### src/rtl/rle_pkg.sv
// Shared types, constants and helpers for the run-length decoder slice.
// Literals and counts share one 7-bit word; the tag bit tells them apart.
package rle_pkg;

  localparam int DATA_W = 7;

  localparam logic [DATA_W-1:0] MIN_CHAR  = 7'd32;
  localparam logic [DATA_W-1:0] DATA_ZERO = 7'd0;
  localparam logic [DATA_W-1:0] DATA_ONE  = 7'd1;

  typedef enum logic [1:0] {
    IDLE     = 2'd0,
    HAVE_CNT = 2'd1,
    EMIT     = 2'd2
  } rle_state_e;

  function automatic logic is_legal_char(input logic [DATA_W-1:0] c);
    return (c >= MIN_CHAR);
  endfunction

endpackage

### src/rtl/rle_repeat_counter.sv
// Holds the number of copies still owed after the first one is presented.
// last flags the decrement that retires the final pending copy.
module rle_repeat_counter
  import rle_pkg::*;
(
  input  logic              clock,
  input  logic              reset_n,
  input  logic              load,
  input  logic [DATA_W-1:0] load_value,
  input  logic              dec,
  output logic              last
);

  logic [DATA_W-1:0] rem_r;

  // Remaining-copies register: load wins over decrement, otherwise hold.
  always_ff @(posedge clock or negedge reset_n) begin
    if (!reset_n) begin
      rem_r <= DATA_ZERO;
    end else if (load) begin
      rem_r <= load_value;
    end else if (dec && (rem_r != DATA_ZERO)) begin
      rem_r <= rem_r - DATA_ONE;
    end else begin
      rem_r <= rem_r;
    end
  end

  assign last = dec && (rem_r == DATA_ONE);

endmodule

### src/rtl/rle_decoder.sv
// Expands count/character pairs from the run-length encoder into a
// valid/ready character stream; malformed words raise a one-cycle err.
module rle_decoder
  import rle_pkg::*;
(
  input  logic              clock,
  input  logic              reset_n,
  input  logic              in_valid,
  input  logic              in_tag,
  input  logic [DATA_W-1:0] in_data,
  output logic              in_ready,
  output logic              out_valid,
  output logic [DATA_W-1:0] out_data,
  input  logic              out_ready,
  output logic              err
);

  rle_state_e        state_r;
  logic [DATA_W-1:0] cnt_r;
  logic              out_valid_r;
  logic [DATA_W-1:0] out_data_r;
  logic              err_r;

  logic slot_free_s;
  logic in_ready_s;
  logic accept_s;
  logic handshake_s;
  logic lit_ok_s;
  logic rem_load_s;
  logic rem_dec_s;
  logic rem_last_s;

  assign slot_free_s = !out_valid_r || out_ready;
  assign in_ready_s  = (state_r != EMIT) && slot_free_s;
  assign accept_s    = in_valid && in_ready_s;
  assign handshake_s = out_valid_r && out_ready;
  assign lit_ok_s    = is_legal_char(in_data);

  // The first copy goes out directly, so the counter only tracks cnt-1.
  assign rem_load_s = accept_s && !in_tag && lit_ok_s && (state_r == HAVE_CNT);
  assign rem_dec_s  = (state_r == EMIT) && handshake_s;

  rle_repeat_counter u_repeat_counter (
    .clock      (clock),
    .reset_n    (reset_n),
    .load       (rem_load_s),
    .load_value (cnt_r - DATA_ONE),
    .dec        (rem_dec_s),
    .last       (rem_last_s)
  );

  // Decoder FSM with the registered output slot and error pulse.
  always_ff @(posedge clock or negedge reset_n) begin
    if (!reset_n) begin
      state_r     <= IDLE;
      cnt_r       <= DATA_ZERO;
      out_valid_r <= 1'b0;
      out_data_r  <= DATA_ZERO;
      err_r       <= 1'b0;
    end else begin
      err_r <= 1'b0;
      case (state_r)
        IDLE, HAVE_CNT: begin
          if (accept_s && in_tag) begin
            if (in_data == DATA_ZERO) begin
              err_r <= 1'b1;
            end else begin
              // A second count before any literal replaces the first one.
              err_r   <= (state_r == HAVE_CNT);
              cnt_r   <= in_data;
              state_r <= HAVE_CNT;
            end
            if (handshake_s) begin
              out_valid_r <= 1'b0;
            end
          end else if (accept_s && !lit_ok_s) begin
            err_r   <= 1'b1;
            cnt_r   <= DATA_ZERO;
            state_r <= IDLE;
            if (handshake_s) begin
              out_valid_r <= 1'b0;
            end
          end else if (accept_s) begin
            out_data_r  <= in_data;
            out_valid_r <= 1'b1;
            if (state_r == HAVE_CNT) begin
              cnt_r   <= DATA_ZERO;
              state_r <= (cnt_r > DATA_ONE) ? EMIT : IDLE;
            end else begin
              state_r <= IDLE;
            end
          end else if (handshake_s) begin
            out_valid_r <= 1'b0;
          end else begin
            out_valid_r <= out_valid_r;
          end
        end
        EMIT: begin
          // The final copy stays presented after leaving EMIT.
          if (rem_last_s) begin
            state_r <= IDLE;
          end else begin
            state_r <= EMIT;
          end
        end
        default: begin
          state_r     <= IDLE;
          out_valid_r <= 1'b0;
        end
      endcase
    end
  end

  assign in_ready  = in_ready_s;
  assign out_valid = out_valid_r;
  assign out_data  = out_data_r;
  assign err       = err_r;

endmodule

### config.mk
export PLATFORM = sky130hd
export DESIGN_NAME = rle_decoder
export DESIGN_NICKNAME = d
export VERILOG_FILES = /design/src/rtl/rle_pkg.sv /design/src/rtl/rle_repeat_counter.sv /design/src/rtl/rle_decoder.sv
export SDC_FILE = /design/constraint.sdc
export NUM_CORES = 1
export LEC_CHECK = 0
export CORE_UTILIZATION = 50
export CTS_BUF_LIST = sky130_fd_sc_hd__clkbuf_2 sky130_fd_sc_hd__clkbuf_4 sky130_fd_sc_hd__clkbuf_8
export CTS_CLUSTER_DIAMETER = 50
export CTS_CLUSTER_SIZE = 28
export DETAILED_ROUTE_END_ITERATION = 8
export PLACE_DENSITY = 0.78
export SETUP_SLACK_MARGIN = 0.1
export SLEW_MARGIN = 10
export SYNTH_ARGS = -nofsm -noshare
export SYNTH_HDL_FRONTEND = slang
export SYNTH_SLANG_ARGS = --single-unit
### constraint.sdc
create_clock -name clock -period 1.5 [get_ports clock]
set_input_delay 0.225 -clock clock [delete_from_list [all_inputs] [get_ports clock]]
set_output_delay 0.225 -clock clock [all_outputs]
set_load 0.02 [all_outputs]
### Yosys cells after proc, flatten, opt, wreduce, memory -nomap -nowiden

Index checks and enable logic that the tools add are counted.

* register bits after elaboration: 25
* logic and storage cells: 68

* add/subtract/negate cells: 2
* order comparisons: 2
* eq/ne operators: 7
* muxes and demuxes: 24
* bitwise logic cells: 2
* reduce and logical (&&, ||, !) cells: 25

Operators by type and width (number)
* two-way mux 7 bit: 7
* two-way mux 2 bit: 7
* subtractor 7 x 1 -> 7 bit (second input constant): 2
* logical AND 1 bit: 11
* two-way mux 1 bit: 8
* AND reduction 4 bit: 2
* equality test 7 x 1 -> 1 bit (second input constant): 1
* >= comparator 7 x 6 -> 1 bit (second input constant): 1
* > comparator 7 x 1 -> 1 bit (second input constant): 1
* zero test 7 bit: 1
* nonzero test 7 bit: 1
* nonzero test 3 bit: 2
* inequality test 2 bit (second input constant): 2
* inequality test 4 bit (second input constant): 1
* one-hot mux 2 bit (2 select lines): 1
* zero test 1 bit: 3
* inequality test 3 bit (second input constant): 1
* equality test 2 x 1 -> 1 bit (second input constant): 1
* equality test 2 bit (second input constant): 1
* zero test 2 bit: 1
* inverter 1 bit: 2
* one-hot mux 1 bit (2 select lines): 1
* AND reduction 2 bit: 1
* nonzero test 2 bit: 1
* 2 further kinds: 2

### Logic depth before layout (Yosys ltp)

* depth after elaboration: 8
* gate-level depth with buffers: 6
* mapped depth without buffers: 6

### Modules after synthesis

Synthesis repeated with hierarchy kept, for this count alone.

* cell total of the unflattened synthesis: 134
* area total of the unflattened synthesis: 1421.4 um^2

Modules (own cells, without submodules)
* rle_decoder: instances 1, cells each 82, area an instance 940.9 um^2, seq. area each 450.4 um^2
* rle_repeat_counter: instances 1, cells each 52, area an instance 480.5 um^2, seq. area each 175.2 um^2

### Least setup slack after synthesis

Ideal clock, no wire load.

* path type: register to register
* start point: register out_valid_r (netlist: out_valid)
* end point: register cnt_r[0]
* library setup time: 79 ps
* arrival time: 1460 ps
* data required time: 1421 ps
* slack: -39 ps
* cell stages (with the launch flop): 7
* buffers on the path: 1
* clock period less this slack: 1539 ps
* path through: dfrtp_1 -> nor2b_4 -> nand2b_2 -> nor2_1 -> o311a_1 -> buf_4 -> mux2i_1

* word-level cells in the longest chain between the ends: 7

RTL lines
* start, declared: RTL line rle_decoder.sv:20 `logic out_valid_r;`
* start signal, assigned: RTL line rle_decoder.sv:95 `out_valid_r <= out_valid_r;`
* zero test 1 bit (*): RTL line rle_decoder.sv:33 `assign slot_free_s = !out_valid_r || out_ready;`
* logical OR 1 bit (*): RTL line rle_decoder.sv:33
* logical AND 1 bit (*): RTL line rle_decoder.sv:34 `assign in_ready_s = (state_r != EMIT) && slot_free_s;`
* logical AND 1 bit (*): RTL line rle_decoder.sv:35 `assign accept_s = in_valid && in_ready_s;`
* logical AND 1 bit, on equally long branches: RTL line rle_decoder.sv:64, rle_decoder.sv:76
* inequality test 2 bit (no source line), or another cell as far along
* AND reduction 4 bit (no source line) / two-way mux 7 bit (equally long branches)
* end signal, assigned: RTL line rle_decoder.sv:70 `cnt_r <= in_data;`
* end, declared: RTL line rle_decoder.sv:19 `logic [DATA_W-1:0] cnt_r;`

Every way passes the cells marked *; elsewhere a longest branch is shown, timed or not.
A chain may end at the register's enable or synchronous reset.

### Final worst setup path

* start point: register u_repeat_counter.rem_r[0]
* end point: register u_repeat_counter.rem_r[3]

* word-level cells in the longest chain between the ends: 3

RTL lines
* start, declared: RTL line rle_repeat_counter.sv:14 `logic [DATA_W-1:0] rem_r;`
* start signal, assigned: RTL line rle_repeat_counter.sv:21 `rem_r <= load_value;`
* start signal, assigned: RTL line rle_repeat_counter.sv:23 `rem_r <= rem_r - DATA_ONE;`
* start signal, assigned: RTL line rle_repeat_counter.sv:25 `rem_r <= rem_r;`
* subtractor 7 x 1 -> 7 bit / nonzero test 7 bit (equally long branches): RTL line rle_repeat_counter.sv:23, rle_repeat_counter.sv:22
* two-way mux 7 bit / logical AND 1 bit (equally long branches): RTL line rle_repeat_counter.sv:22 `end else if (dec && (rem_r != DATA_ZERO)) begin`
* two-way mux 7 bit / nonzero test 2 bit (equally long branches)

Several ways; a longest one is shown, not always the timed one. The select of a mux whose other input is x is not followed.

==> impl_metrics.env <==
export IMPL_power_internal_mw=1.894
export IMPL_leakage_nw=0.8854
export IMPL_drt_iter0_markers=16
export IMPL_grt_pass1_vias=1122
export IMPL_path_max_fanout=3
export IMPL_hold_viol_final=0
export IMPL_root_buffer="clkbuf_4"
export IMPL_wirelength_microns=3585
export IMPL_synth_edff_count=0
export IMPL_cp_slowest_stage_delay_ps=430
export IMPL_cts_tree="yes"
export IMPL_syn_area_sq_um=1406
export IMPL_path_cells="or3_4 -> a211oi_4 -> buf_4 -> xnor2_2 -> o21ai_1"
export IMPL_cpMaxStageDelayCell="dfrtp_1"
export IMPL_cts_buffer_depth=2
export IMPL_p_sw_mw=1.301
export IMPL_post_route_min_period_ps=1524
export IMPL_synthFlopType="dfrtp_1"
export IMPL_ys_async_sr_fraction_pct=100.0
export IMPL_setup_slack_ps=-24.12
export IMPL_ys_ff_latch=25
export IMPL_grt_max_degree=26
export IMPL_antenna_found_initial=0
export IMPL_rrSetupSlack_ps=-20
export IMPL_grt_pass1_wl_microns=5071
export IMPL_clkPwrFrac_pct=10.2
export IMPL_rows=18
export IMPL_clk_latency_ps=320
export IMPL_hpwl_microns=2342
export IMPL_power_density_nw_per_um2=1568
export IMPL_cts_buffers=3
export IMPL_synth_most_common_cell="dfrtp_1"
export IMPL_die_area_sq_um=3029
export IMPL_die_x_microns=55.04
export IMPL_netSwitchingFraction_pct=40.72
export IMPL_yosysTopAreaCell="dfrtp_1"
export IMPL_drc=0
export IMPL_r2r_start="u_repeat_counter.rem_r[0]"
export IMPL_rsz0062_at_grt="yes"
export IMPL_r2r_end="u_repeat_counter.rem_r[3]"
export IMPL_vias=1214
export IMPL_violations="negative setup slack"
export IMPL_cp_arrival_ps=1750
export IMPL_cap_viol_max_count=0
export IMPL_detail_route_first_pass_iterations=4
export IMPL_syn_avg_cell_area_sq_um=10.34
export IMPL_ys_types=38
export IMPL_yosys_top_cells_area="dfrtp_1 (44%), mux2i_1 (5.7%), xnor2_1 (4.4%)"
export IMPL_post_drt_wl_per_cell_microns=16.52
export IMPL_setup_worst_path_start="u_repeat_counter.rem_r[0]"
export IMPL_port_buffers=21
export IMPL_ys_seq_area_share_pct=44.48
export IMPL_path_clk_slew_ps=140
export IMPL_cp_required_ps=1720
export IMPL_core_sq_um=2567
export IMPL_synth_fp_nets=152
export IMPL_endpoint_kind="register"
export IMPL_antenna_diode_count=0
export IMPL_vdd_ir_drop_worst_uv=1271
export IMPL_max_slew_margin_rel_pct=78.07
export IMPL_syn_inst=136
export IMPL_layout_worst_path_cycle_share_pct=101.6
export IMPL_cts_sinks=25
export IMPL_finalMaxSlewViolations=0
export IMPL_outcome="complete, but fails checks"
export IMPL_seq_power_share_pct=35.8
export IMPL_vias_per_cell=5.594
export IMPL_drtAntennaViolNets=0
export IMPL_netlist_top_cells_count="dfrtp_1 (25), nand2_1 (14), nor2_1 (13)"
export IMPL_max_freq_mhz=656.1
export IMPL_gr_total_overflow=0
export IMPL_hold_ws_ps=241.8
export IMPL_hold_buffers=0
export IMPL_skew_ps=5.722
export IMPL_htreeDepth=1
export IMPL_synth_top_area_share_pct=44.48
export IMPL_final_nets=204
export IMPL_fin_cells=217
export IMPL_grt_usage_pct=24.38
export IMPL_combPwrFrac_pct=54.1
export IMPL_hp_class="in2async"
export IMPL_pin_count=22
export IMPL_final_setup_tns_ps=-41.94
export IMPL_tightestPinTransition_ps=329.0
export IMPL_path_buf_inv=1
export IMPL_critPathTopFamily="flip-flops"
export IMPL_finalSetupViolations=2
export IMPL_final_core_util_pct=79.39
export IMPL_syn_to_final_growth_pct=44.93
export IMPL_worstRegToRegCells=5
export IMPL_die_y_microns=55.04
export IMPL_fill_cells=146
export IMPL_routabilityCongestion=0.7875
export IMPL_drive_gt1_share_pct=34.76
export IMPL_yosys_warnings=0
export IMPL_startpoint_type="register"
export IMPL_initial_core_util_pct=54.78
export IMPL_critical_path_class="reg2reg"
export IMPL_dp_cells=205
stage by stage:
| stage | worst slack, ps | instance area [sq um] | power (mW) |
|---|---|---|---|
| after floorplan | 88.89 | 1419 | 2.007 |
| after global placement | -253.5 | 1807 | 2.517 |
| after detailed placement | -260.2 | 1807 | 2.585 |
| after CTS | 6.086 | 1909 | 3.003 |
| after global routing | -89.39 | 2038 | 3.375 |
| final | -24.12 | 2038 | 3.196 |
routing by layer:
layer	GRT usage [%]	routed length, microns	vias up
met5	0	0	-
met1	29.19	1565	606
li1	-	-	580
met2	44.38	1846	24
met3	3.552	118	4
met4	7.917	55	0
cells by family after synthesis:
family	count (synthesis)	synth area share, %
adders and majority gates	4	3.559
AOI/OAI and AO/OA	22	11.83
DFF	25	44.48
xor gates and xnor gates	8	4.982
buffers and inverters	12	4.004
muxes	13	9.697
and+or+nand+nor	52	21.44
cell usage in the layout, fill, tap and decap left out, types with 4 or more instances in the layout:
master | netlist | routed
mux2_4 | 0 | 5
dfrtp_1 | 25 | 23
clkbuf_4 | 0 | 4
mux2i_1 | 8 | 8
xnor2_1 | 7 | 6
buf_6 | 1 | 5
inv_1 | 10 | 10
nand2_1 | 14 | 13
a21oi_1 | 5 | 5
nor2_1 | 13 | 9
buf_4 | 1 | 22
clkdlybuf4s50_1 | 0 | 11
dlygate4sd2_1 | 0 | 8
o21ai_1 | 0 | 4
registers in the layout, indices dropped and copies added, names as in the netlist:
| register | flops |
|---|---|
| cnt_r | 7 |
| err | 1 |
| out_data | 7 |
| out_valid | 1 |
| state_r | 2 |
| u_repeat_counter.rem_r | 7 |
worst max-delay path by stage:
stage / end / slack [ps] / cells past startpoint
final: u_repeat_counter.rem_r[3] / -20 / 5
after floorplan: state_r[1] / 90 / 5
after detailed placement: in_ready / -260 / 4
after global placement: in_ready / -250 / 4
after CTS: u_repeat_counter.rem_r[5] / 6 / 5
after global routing: u_repeat_counter.rem_r[5] / -90 / 5
area by class of cell:
type | count | area [sq um] | share of cell area (%)
Inverter | 10 | 37.54 | 1.842
Tap cell | 30 | 37.54 | 1.842
Sequential cell | 25 | 628.1 | 30.82
Timing Repair Buffer | 48 | 426.7 | 20.93
Clock buffer | 4 | 30.03 | 1.473
Multi-Input combinational cell | 100 | 878.3 | 43.09
what timing repair did:
action	in CTS	in global routing
gates cloned	0	1
endpoints found under the setup margin	29	24
buffers inserted	4	4
pin swaps	8	15
gates resized for setup	31	22
power groups by stage:
stage / Combinational, mW / Clock (mW) / Sequential [mW]
final: 1.73 / 0.325 / 1.14
after global routing: 1.85 / 0.356 / 1.17
after CTS: 1.54 / 0.344 / 1.12
after detailed placement: 1.44 / 0 / 1.14
after global placement: 1.40 / 0 / 1.12
after floorplan: 0.754 / 0 / 1.25
No activity file was read; power rests on OpenSTA's default activity.
